$ cat src/rtl/forwarding_unit.sv
// EX-stage operand forwarding control for the 5-stage MIPS pipeline, with
// registered select copies and saturating forwarding-event counters.
module forwarding_unit #(
  parameter int unsigned REG_AW = 5,
  parameter int unsigned CNT_W  = 16
) (
  input  logic              clk,
  input  logic              rst_n,
  input  logic              EX_MEM_regWrite,
  input  logic              MEM_WB_regWrite,
  input  logic [REG_AW-1:0] ID_EX_rs,
  input  logic [REG_AW-1:0] ID_EX_rt,
  input  logic [REG_AW-1:0] EX_MEM_rd,
  input  logic [REG_AW-1:0] MEM_WB_rd,
  input  logic              stats_clr,
  output logic [1:0]        ForwardA,
  output logic [1:0]        ForwardB,
  output logic [1:0]        ForwardA_q,
  output logic [1:0]        ForwardB_q,
  output logic [CNT_W-1:0]  fwd_ex_cnt,
  output logic [CNT_W-1:0]  fwd_mem_cnt
);

  typedef enum logic [1:0] {
    SEL_RF = 2'b00,
    SEL_WB = 2'b01,
    SEL_EX = 2'b10
  } fwd_sel_e;

  fwd_sel_e sel_a;
  fwd_sel_e sel_b;
  logic     ex_hit_a, ex_hit_b, wb_hit_a, wb_hit_b;
  logic     any_ex, any_wb;

  // Register $0 is hardwired to zero, so a write to it must never be forwarded.
  assign ex_hit_a = EX_MEM_regWrite && (EX_MEM_rd != '0) && (EX_MEM_rd == ID_EX_rs);
  assign ex_hit_b = EX_MEM_regWrite && (EX_MEM_rd != '0) && (EX_MEM_rd == ID_EX_rt);
  assign wb_hit_a = MEM_WB_regWrite && (MEM_WB_rd != '0) && (MEM_WB_rd == ID_EX_rs);
  assign wb_hit_b = MEM_WB_regWrite && (MEM_WB_rd != '0) && (MEM_WB_rd == ID_EX_rt);

  // EX/MEM holds the newer value, so it wins over MEM/WB.
  always_comb begin
    sel_a = SEL_RF;
    if (ex_hit_a)      sel_a = SEL_EX;
    else if (wb_hit_a) sel_a = SEL_WB;
  end

  always_comb begin
    sel_b = SEL_RF;
    if (ex_hit_b)      sel_b = SEL_EX;
    else if (wb_hit_b) sel_b = SEL_WB;
  end

  assign ForwardA = sel_a;
  assign ForwardB = sel_b;

  assign any_ex = (sel_a == SEL_EX) || (sel_b == SEL_EX);
  assign any_wb = (sel_a == SEL_WB) || (sel_b == SEL_WB);

  always_ff @(posedge clk or negedge rst_n) begin
    if (!rst_n) begin
      ForwardA_q <= '0;
      ForwardB_q <= '0;
    end else begin
      ForwardA_q <= sel_a;
      ForwardB_q <= sel_b;
    end
  end

  always_ff @(posedge clk or negedge rst_n) begin
    if (!rst_n) begin
      fwd_ex_cnt  <= '0;
      fwd_mem_cnt <= '0;
    end else if (stats_clr) begin
      fwd_ex_cnt  <= '0;
      fwd_mem_cnt <= '0;
    end else begin
      if (any_ex && (fwd_ex_cnt != '1))  fwd_ex_cnt  <= fwd_ex_cnt + CNT_W'(1);
      if (any_wb && (fwd_mem_cnt != '1)) fwd_mem_cnt <= fwd_mem_cnt + CNT_W'(1);
    end
  end

endmodule

$ cat config.mk
export PLATFORM = sky130hd
export DESIGN_NAME = forwarding_unit
export DESIGN_NICKNAME = d
export VERILOG_FILES = /design/src/rtl/forwarding_unit.sv
export SDC_FILE = /design/constraint.sdc
export NUM_CORES = 1
export LEC_CHECK = 0
export BUFFER_PORTS_ARGS = -buffer_cell sky130_fd_sc_hd__buf_2
export CORE_ASPECT_RATIO = 1.1
export CORE_UTILIZATION = 34
export DETAILED_ROUTE_END_ITERATION = 8
export GPL_TIMING_DRIVEN = 0
export SYNTH_ARGS = -nofsm -noshare
export SYNTH_HDL_FRONTEND = slang
export SYNTH_SLANG_ARGS = --single-unit
$ cat constraint.sdc
create_clock -name clk -period 7.1 [get_ports clk]
set_clock_uncertainty 0.15 [all_clocks]
set_input_delay 2.13 -clock clk [delete_from_list [all_inputs] [get_ports clk]]
set_output_delay 2.13 -clock clk [all_outputs]
set_load 0.01 [all_outputs]
==> results of run 1 <==
## Yosys cell counts
cell / number
sky130_fd_sc_hd__a21oi_1: 14
sky130_fd_sc_hd__a311oi_1: 1
sky130_fd_sc_hd__and2_1: 4
sky130_fd_sc_hd__and3_1: 7
sky130_fd_sc_hd__and4_1: 3
sky130_fd_sc_hd__buf_4: 2
sky130_fd_sc_hd__buf_6: 1
sky130_fd_sc_hd__clkbuf_1: 9
sky130_fd_sc_hd__dfrtp_1: 36
sky130_fd_sc_hd__ha_1: 2
sky130_fd_sc_hd__mux2_2: 8
sky130_fd_sc_hd__mux2i_1: 1
sky130_fd_sc_hd__nand2_1: 11
sky130_fd_sc_hd__nand3_1: 12
sky130_fd_sc_hd__nand4_1: 13
sky130_fd_sc_hd__nor2_1: 23
sky130_fd_sc_hd__nor2b_1: 10
sky130_fd_sc_hd__nor3_1: 3
sky130_fd_sc_hd__nor3_2: 1
sky130_fd_sc_hd__nor3b_1: 1
sky130_fd_sc_hd__nor4_1: 3
sky130_fd_sc_hd__nor4b_1: 1
sky130_fd_sc_hd__nor4bb_1: 1
sky130_fd_sc_hd__o21ai_0: 9
sky130_fd_sc_hd__o21ai_1: 1
sky130_fd_sc_hd__o21ai_4: 1
sky130_fd_sc_hd__o22a_1: 1
sky130_fd_sc_hd__o22ai_1: 2
sky130_fd_sc_hd__o31ai_1: 5
sky130_fd_sc_hd__or2_2: 1
sky130_fd_sc_hd__or3_1: 9
sky130_fd_sc_hd__or4_1: 8
sky130_fd_sc_hd__or4_4: 1
sky130_fd_sc_hd__xnor2_1: 15
sky130_fd_sc_hd__xor2_1: 13
## sequential cells by signal, summed over array words and instances (netlist names)
signal	cells
fwd_mem_cnt	16
fwd_ex_cnt	16
ForwardA_q	2
ForwardB_q	2
## cell families (layout without fill, tap and decap cells)
family | after synthesis | in the layout | synth area share [%]
AND/OR/NAND/NOR | 112 | 112 | 29.12
flip-flops | 36 | 36 | 41.59
AO/OA/AOI/OAI | 34 | 34 | 9.417
XOR/XNOR | 28 | 28 | 11.32
buffers and inverters | 12 | 83 | 2.773
multiplexers | 9 | 9 | 4.622
adder cells (fa/ha/maj) | 2 | 2 | 1.155
## area by class of cell
cell class	instances	share of cell area, %
clock inverter	1	0.1879
clock buffer	6	2.724
sequential	36	33.82
timing repair buffer	64	12.02
buffer	12	2.255
multi-input combinational	185	45.23
tap	80	3.758
## critical path, stage by stage
cell,delay [ps]
sky130_fd_sc_hd__buf_2,130
sky130_fd_sc_hd__or4_4,540
sky130_fd_sc_hd__o21ai_4,180
sky130_fd_sc_hd__nor3_1,140
sky130_fd_sc_hd__nor2_1,160
sky130_fd_sc_hd__buf_2,150
## layer usage
metal / track usage (%) / part of all wire [%]
met5: 0 / 0
met4: 5.556 / 1.3
met3: 2.553 / 4.7
met2: 28.79 / 50
met1: 20.15 / 44
## power by group
part           internal (mW)  switching (mW)
combinational         0.0166          0.0255
sequential             0.206        0.000674
clock                 0.0668          0.0740
## metrics by stage
stage / setup WS [ps] / util, %
2_1_floorplan: 1685 / -
6_report: 1383 / 43.27
5_1_grt: 1306 / 43.27
3_3_place_gp: 1392 / 42.01
3_5_place_dp: 1364 / 42.01
4_1_cts: 1365 / 43.27
## worst max path at each step
stage	startpoint	to	slack (ps)	cells past startpoint
final	EX_MEM_rd[1]	ForwardA[0]	1380	6
after global placement	EX_MEM_rd[1]	ForwardA[0]	1390	6
after detailed placement	EX_MEM_rd[1]	ForwardA[0]	1360	6
after CTS	EX_MEM_rd[1]	ForwardA[0]	1360	6
after floorplan	EX_MEM_rd[1]	ForwardA[0]	1680	4
after global routing	EX_MEM_rd[1]	ForwardA[0]	1310	6
==> summary by stage, run 1 <==
Floorplan
The die outline width is 78.10 microns. The floorplan has 30 rows. Pin placement for this block handled 65 I/O pins. The die covers 6694 sq um. Measured along the y axis, the die boundary spans 85.71 microns. The initial utilization of the core area, before any placement, comes to 35.18%. The core region area is 6156 sq um.

Clock network
The maximum buffer depth of the clock tree is 2. After clock tree synthesis, the clock-pin slew on the worst setup and hold paths is 70 ps. Counting the buffers created by CTS gives 5. For this design, the sink count on the clock tree is 36. After clock tree synthesis, the repair step resized 0 gates. At the later pin of the worst-skew pair, clock insertion delay measures 290 ps. The number of post-CTS setup repair buffers is 0. The total of hold buffers inserted after clock tree synthesis is 0. The root cell of the clock tree is sky130_fd_sc_hd__clkbuf_8.

TritonCTS built the clock tree. The clock tree synthesis step divided the H-tree into 2 levels.

GRT
Global routing consumed, over all layers together, 16.30% of the routing resources. The number of global-route vias before repair is 1847. The global-route wire length before repair is 8.652 mm. The remaining global-route overflow is 0. The initial antenna violation count is 0. The maximum number of pins on one net before global-route repair is 37.

Power
The overall power is 389.3 uW. Across the VDD grid, the largest voltage drop is 0.06995 mV. The power density of the placed cells is 146.2 nW/um^2. The static power due to leakage is 1.241 nW.

STA
The count of final setup violators is 0. The worst max-slew margin expressed relative to the limit is 45.13%. The number of slew-limit violations in the final report is 0. Dividing the final minimum period by the clock period gives 80.52%. The tightest hold margin is 418.0 ps. The final critical-path required period is 5717 ps. The transition time of the tightest slew-check pin is 823.0 ps. The final hold violation count is 0.

The setup TNS is 0 ps. The maximum frequency from static timing analysis is 174.9 MHz. Setup repair after global routing left no endpoint under its margin.

Setup path
The launch point of the worst reg-to-reg path is fwd_ex_cnt[0]. The worst setup path is captured at a primary output. The register-to-register path setup slack is 4390 ps. The data required time at the worst endpoint is 4820 ps. Data arrives at the worst endpoint at 3440 ps. The type of the worst setup path is input port to primary output. The worst-path maximum fanout is 5.

Measured in cells, the most critical reg-to-reg path has a length of 8. The worst register-to-register path ends at fwd_ex_cnt[13]. The startpoint type of the worst setup path is an input port.

Worst hold path
The end of the worst hold path is fwd_ex_cnt[6]. The type of the most critical hold path is flip-flop to flip-flop. The number of cells on the worst hold path is 2. The worst hold path startpoint is fwd_ex_cnt[6].

Final layout
The number of antenna diodes in the final layout is 0. The area added between synthesis and finish is 22.99%. The top cell types in the final layout, fill and taps aside, are sky130_fd_sc_hd__buf_2, sky130_fd_sc_hd__dfrtp_1, sky130_fd_sc_hd__nor2_1. The final layout contains 331 nets.

The number of fillers in the final layout is 643. The area of all placed cells without fillers is 2664 sq um. The area of the multi-input gates is 1205 sq um. The final non-filler cell total is 384. The most common library cell in the layout ignoring fill and taps is sky130_fd_sc_hd__buf_2.

In the final layout, flip-flops and latches occupy 900.9 sq um. Of the cells placed in the final design, the portion with a size suffix greater than 1 is 27.96%.

Route
The vias after detailed routing is 2030. For this run, design rule violations remaining after detail routing come to 0. The detail route stage leaves a number of antenna-violating nets equal to 0. Summed over all layers, the routed wires come to 5.378 mm. In the final routed layout, each cell accounts on average for 14.01 microns. The DRC marker count from the first detailed-route iteration is 126. The first-pass iteration count of the detailed router is 5.

In the routed layout, each cell is associated on average with a via count of 5.286.

Synth
The number of warnings printed during yosys synthesis is 0. The average footprint of a synthesized cell is 9.295 sq um. The cell count after synthesis came out at 233.

The synthesized flop and latch total is 36. Of the post-synthesis cell area, the dominant cell type holds 41.59%. Summing the sequential cell areas from Yosys gives 41.59% of the chip area.

The mapped netlist covers 2166 sq um. By area the synthesized netlist is led by sky130_fd_sc_hd__dfrtp_1, sky130_fd_sc_hd__xnor2_1, sky130_fd_sc_hd__xor2_1. Of all cell types, the one taking the most synthesized area is sky130_fd_sc_hd__dfrtp_1. The synthesized net count is 260.

In this run, distinct cell masters in the synthesized netlist total 35.

Placed design
Once placement finished, the instance area stood at 2586 sq um. Summed over all nets, the half-perimeter wirelength after detailed placement is 3.965 mm. The congestion estimate from routability-driven global placement came to 0.7807.

Buffers placed on the I/O ports in this run total 64. The post-placement cell count is 377.

Status
The flow ran to the end, and the final reports show no timing, DRC or antenna violations.

Flow run
Across the run, the number of max-cap violations was 0.
Note: power is estimated with default switching activity, not from simulation.
==> inputs of run 2 (changes only) <==
- ABC_AREA: default -> 1
- clock period: 7.1 -> 5.7 ns (I/O delays scaled with it)
==> summary by stage, run 2 <==
Synth
In this run, synthesis produced a sequential element count of 36. The most used flip-flop cell after synthesis is sky130_fd_sc_hd__dfrtp_1. The cell count after synthesis came out at 380. The number of different library cells used by synthesis comes to 26. The synthesized net count is 407. Counting instances in the post-synthesis netlist gives the leading cell types as sky130_fd_sc_hd__nand2_1, sky130_fd_sc_hd__nor2_1, sky130_fd_sc_hd__nand3_1. The synthesized design contains 0 enable-type register cells. Summing every instance area after synthesis gives 2579 sq um. The async set or reset register ratio after synthesis is 100.0%.

The Yosys step of the flow raised 0 warnings. The share of the synthesized area in the top cell type is 34.93%. After synthesis, the cell types taking the most area are sky130_fd_sc_hd__dfrtp_1, sky130_fd_sc_hd__nand2_1, sky130_fd_sc_hd__nand3_1. sky130_fd_sc_hd__dfrtp_1 takes more of the synthesized area than any other cell.

The average footprint of a synthesized cell is 6.786 sq um. Of the synthesized area, sequential elements account for 34.93%. The most frequently used cell type in the post-synthesis netlist is sky130_fd_sc_hd__nand2_1.

Final layout
In the layout the commonest cells are sky130_fd_sc_hd__nand2_1, sky130_fd_sc_hd__buf_2, sky130_fd_sc_hd__nor2_1. The most common library cell in the layout ignoring fill and taps is sky130_fd_sc_hd__nand2_1. The area growth from synthesis to layout is 21.25%.

The final non-filler cell total is 536. In the final layout, the registers with the most flip-flops are fwd_ex_cnt (16), fwd_mem_cnt (16). 0 antenna diodes ended up in the layout. The post-layout net count is 477. For this run, the share of the core covered by cells in the final layout is 43.63%. In the final layout, the share of cells above drive strength 1 is 20.62%. With fillers left out, the area of the finished cells amounts to 3127 sq um.

Placed design
The port buffer count is 63. The detailed placer's ending HPWL is 4.843 mm. Once placement finished, the instance area stood at 3000 sq um.

The number of placed instances, taps included, is 528. The routability congestion estimate from global placement is 0.8268.

Floorplan
The die is 85.04 microns wide. The starting utilization of the core area is 35.98%. The die covers 7937 sq um.

65 I/O pins were placed. The die boundary height is 93.34 microns. The floorplan has 32 rows. The core region area is 7167 sq um.

Power
The clock network is responsible for 43.0% of the overall power. The power share of the sequential group is 45.1%. The worst-case IR drop observed on VDD is 0.1119 mV. Net switching is 25.21% of the power. The power density of the placed cells is 187.4 nW/um^2.

For this design the total switching power over the nets is 147.7 uW. The power share of the combinational group is 11.9%. The cell internal power dissipation is 438.1 uW. The static power due to leakage is 1.769 nW.

STA
The final hold violation count is 0. Setup repair after global routing left no endpoint under its margin. The final critical-path required period is 4473 ps.

The tightest hold margin is 388.1 ps. For the pin with the worst max-slew slack, the measured transition is 856.3 ps. Summed over all failing endpoints, the final setup total negative slack is 0 ps. Headroom to the max-slew limit came out at 42.91%.

The count of final setup violators is 0. The maximum frequency from static timing analysis is 223.6 MHz. The number of slew-limit violations in the final report was 0. After layout, the worst path uses 78.47% of the clock period.

GRT
The global routing met3 resource utilization is 1.942%. For this run, global-route usage on met2 was measured as 29.70%. The number of global-route vias before repair is 2386.

The remaining global-route overflow is 0. The first global-routing pass estimated 11.01 mm of wire. The initial antenna violation count is 0. The met1 capacity usage during global routing is 22.72%. The global routing's busiest layer is met2. The maximum number of pins on one net before global-route repair is 37.

The global-route usage over all layers is 17.50%.

Route
Summed over all layers, the routed wires come to 6.617 mm. In this run the remaining antenna-violating nets after routing total 0. For this run, the detailed router's first-pass iteration total came to 4. Dividing the detail-routed wire length by the instance count gives 12.35 microns. In the routed design, unresolved DRC markers number 0. Using the TritonRoute via totals, the vias-per-cell ratio works out to 4.821. The vias after detailed routing is 2584.

For this block, the initial DRC count from the detailed router was 133.

Worst hold path
The type of the most critical hold path is flip-flop to flip-flop.

Clock network
For this design, the CTS-stage hold fixing added 0 buffers. CTS built an H-tree with a depth of 2. Clock tree synthesis found a total of 36 sinks.

Gates resized during post-CTS repair numbered 0. The worst-skew pair later-pin latency is 290 ps. The maximum buffer depth of the clock tree is 2. The number of buffers created by CTS is 5. The root cell of the clock tree is sky130_fd_sc_hd__clkbuf_8. The number of post-CTS setup repair buffers is 0.

Clock-pin slew was measured on the worst setup and hold paths at 80 ps. TritonCTS built the clock tree.

Setup path
The worst-path maximum fanout is 4. STA puts the critical path data required time at 3840 ps. The endpoint kind of the worst setup timing path is a primary output. The type of the worst setup path is input port to primary output. The endpoint arrival time on the critical path is 2610 ps.

STA classifies the critical path startpoint as an input port.

Status
The flow ran to the end, and the final reports show no timing, DRC or antenna violations.

Flow run
The max-cap check violation count is 0.
[run 2: power groups by stage]
stage	sequential, mW	combinational [mW]	clock, mW
2_1_floorplan	0.270	0.0367	0
3_3_place_gp	0.269	0.0697	0
3_5_place_dp	0.269	0.0709	0
4_1_cts	0.264	0.0709	0.262
5_1_grt	0.265	0.0786	0.267
6_report	0.264	0.0696	0.252
[run 2: stage by stage]
stage	worst slack, ps	power [mW]
finish	1227	0.5858
global route	1081	0.6098
CTS	1203	0.5967
detailed placement	1207	0.3398
global placement	1199	0.3386
floorplan	1598	0.3065
[run 2: final timing paths]
path	end	startpoint	cells after the start	slack, ps
worst min register to register	fwd_mem_cnt[13]	fwd_mem_cnt[13]	2	390
worst max-delay path	ForwardA[0]	EX_MEM_rd[1]	10	1230
min in group asynchronous	fwd_mem_cnt[4]	rst_n	1	1380
worst max register to register	fwd_ex_cnt[8]	fwd_ex_cnt[0]	11	3680
worst min-delay path	fwd_mem_cnt[13]	fwd_mem_cnt[13]	2	390
max in group asynchronous	ForwardB_q[1]	rst_n	1	3490
[run 2: layer usage]
layer / vias up / share of wire, %
met5: - / 0
met2: 57 / 47
met4: 0 / 1.4
li1: 1337 / -
met3: 7 / 2.9
met1: 1183 / 49
[run 2: logic make-up (layout without fill, tap and decap cells)]
kind of cell	count (synthesis)	after routing	synth area share, %
compound gates	7	7	1.455
xor+xnor	29	29	9.849
fa+ha+maj	2	2	0.9702
buf+inv	59	130	9.461
flops	36	36	34.93
simple gates	247	247	43.33
[run 2: final cells by class]
| class | instances | area [sq um] |
|---|---|---|
| tap | 85 | 106.4 |
| buffer | 14 | 75.07 |
| fill | 784 | 4040 |
| inverter | 45 | 168.9 |
| multi-input combinational | 285 | 1434 |
| clock buffer | 7 | 96.34 |
| clock inverter | 1 | 30.03 |
| timing repair buffer | 63 | 315.3 |
| sequential | 36 | 900.9 |
[run 2: worst max-delay path, cell delays in order]
cell and delay (ps):
sky130_fd_sc_hd__buf_2 120, sky130_fd_sc_hd__inv_1 70, sky130_fd_sc_hd__nand2_1 50, sky130_fd_sc_hd__nand2_1 50, sky130_fd_sc_hd__nand2_1 50, sky130_fd_sc_hd__nor2_1 90
sky130_fd_sc_hd__nand3_1 140, sky130_fd_sc_hd__nand2_1 140, sky130_fd_sc_hd__inv_1 60, sky130_fd_sc_hd__buf_2 130
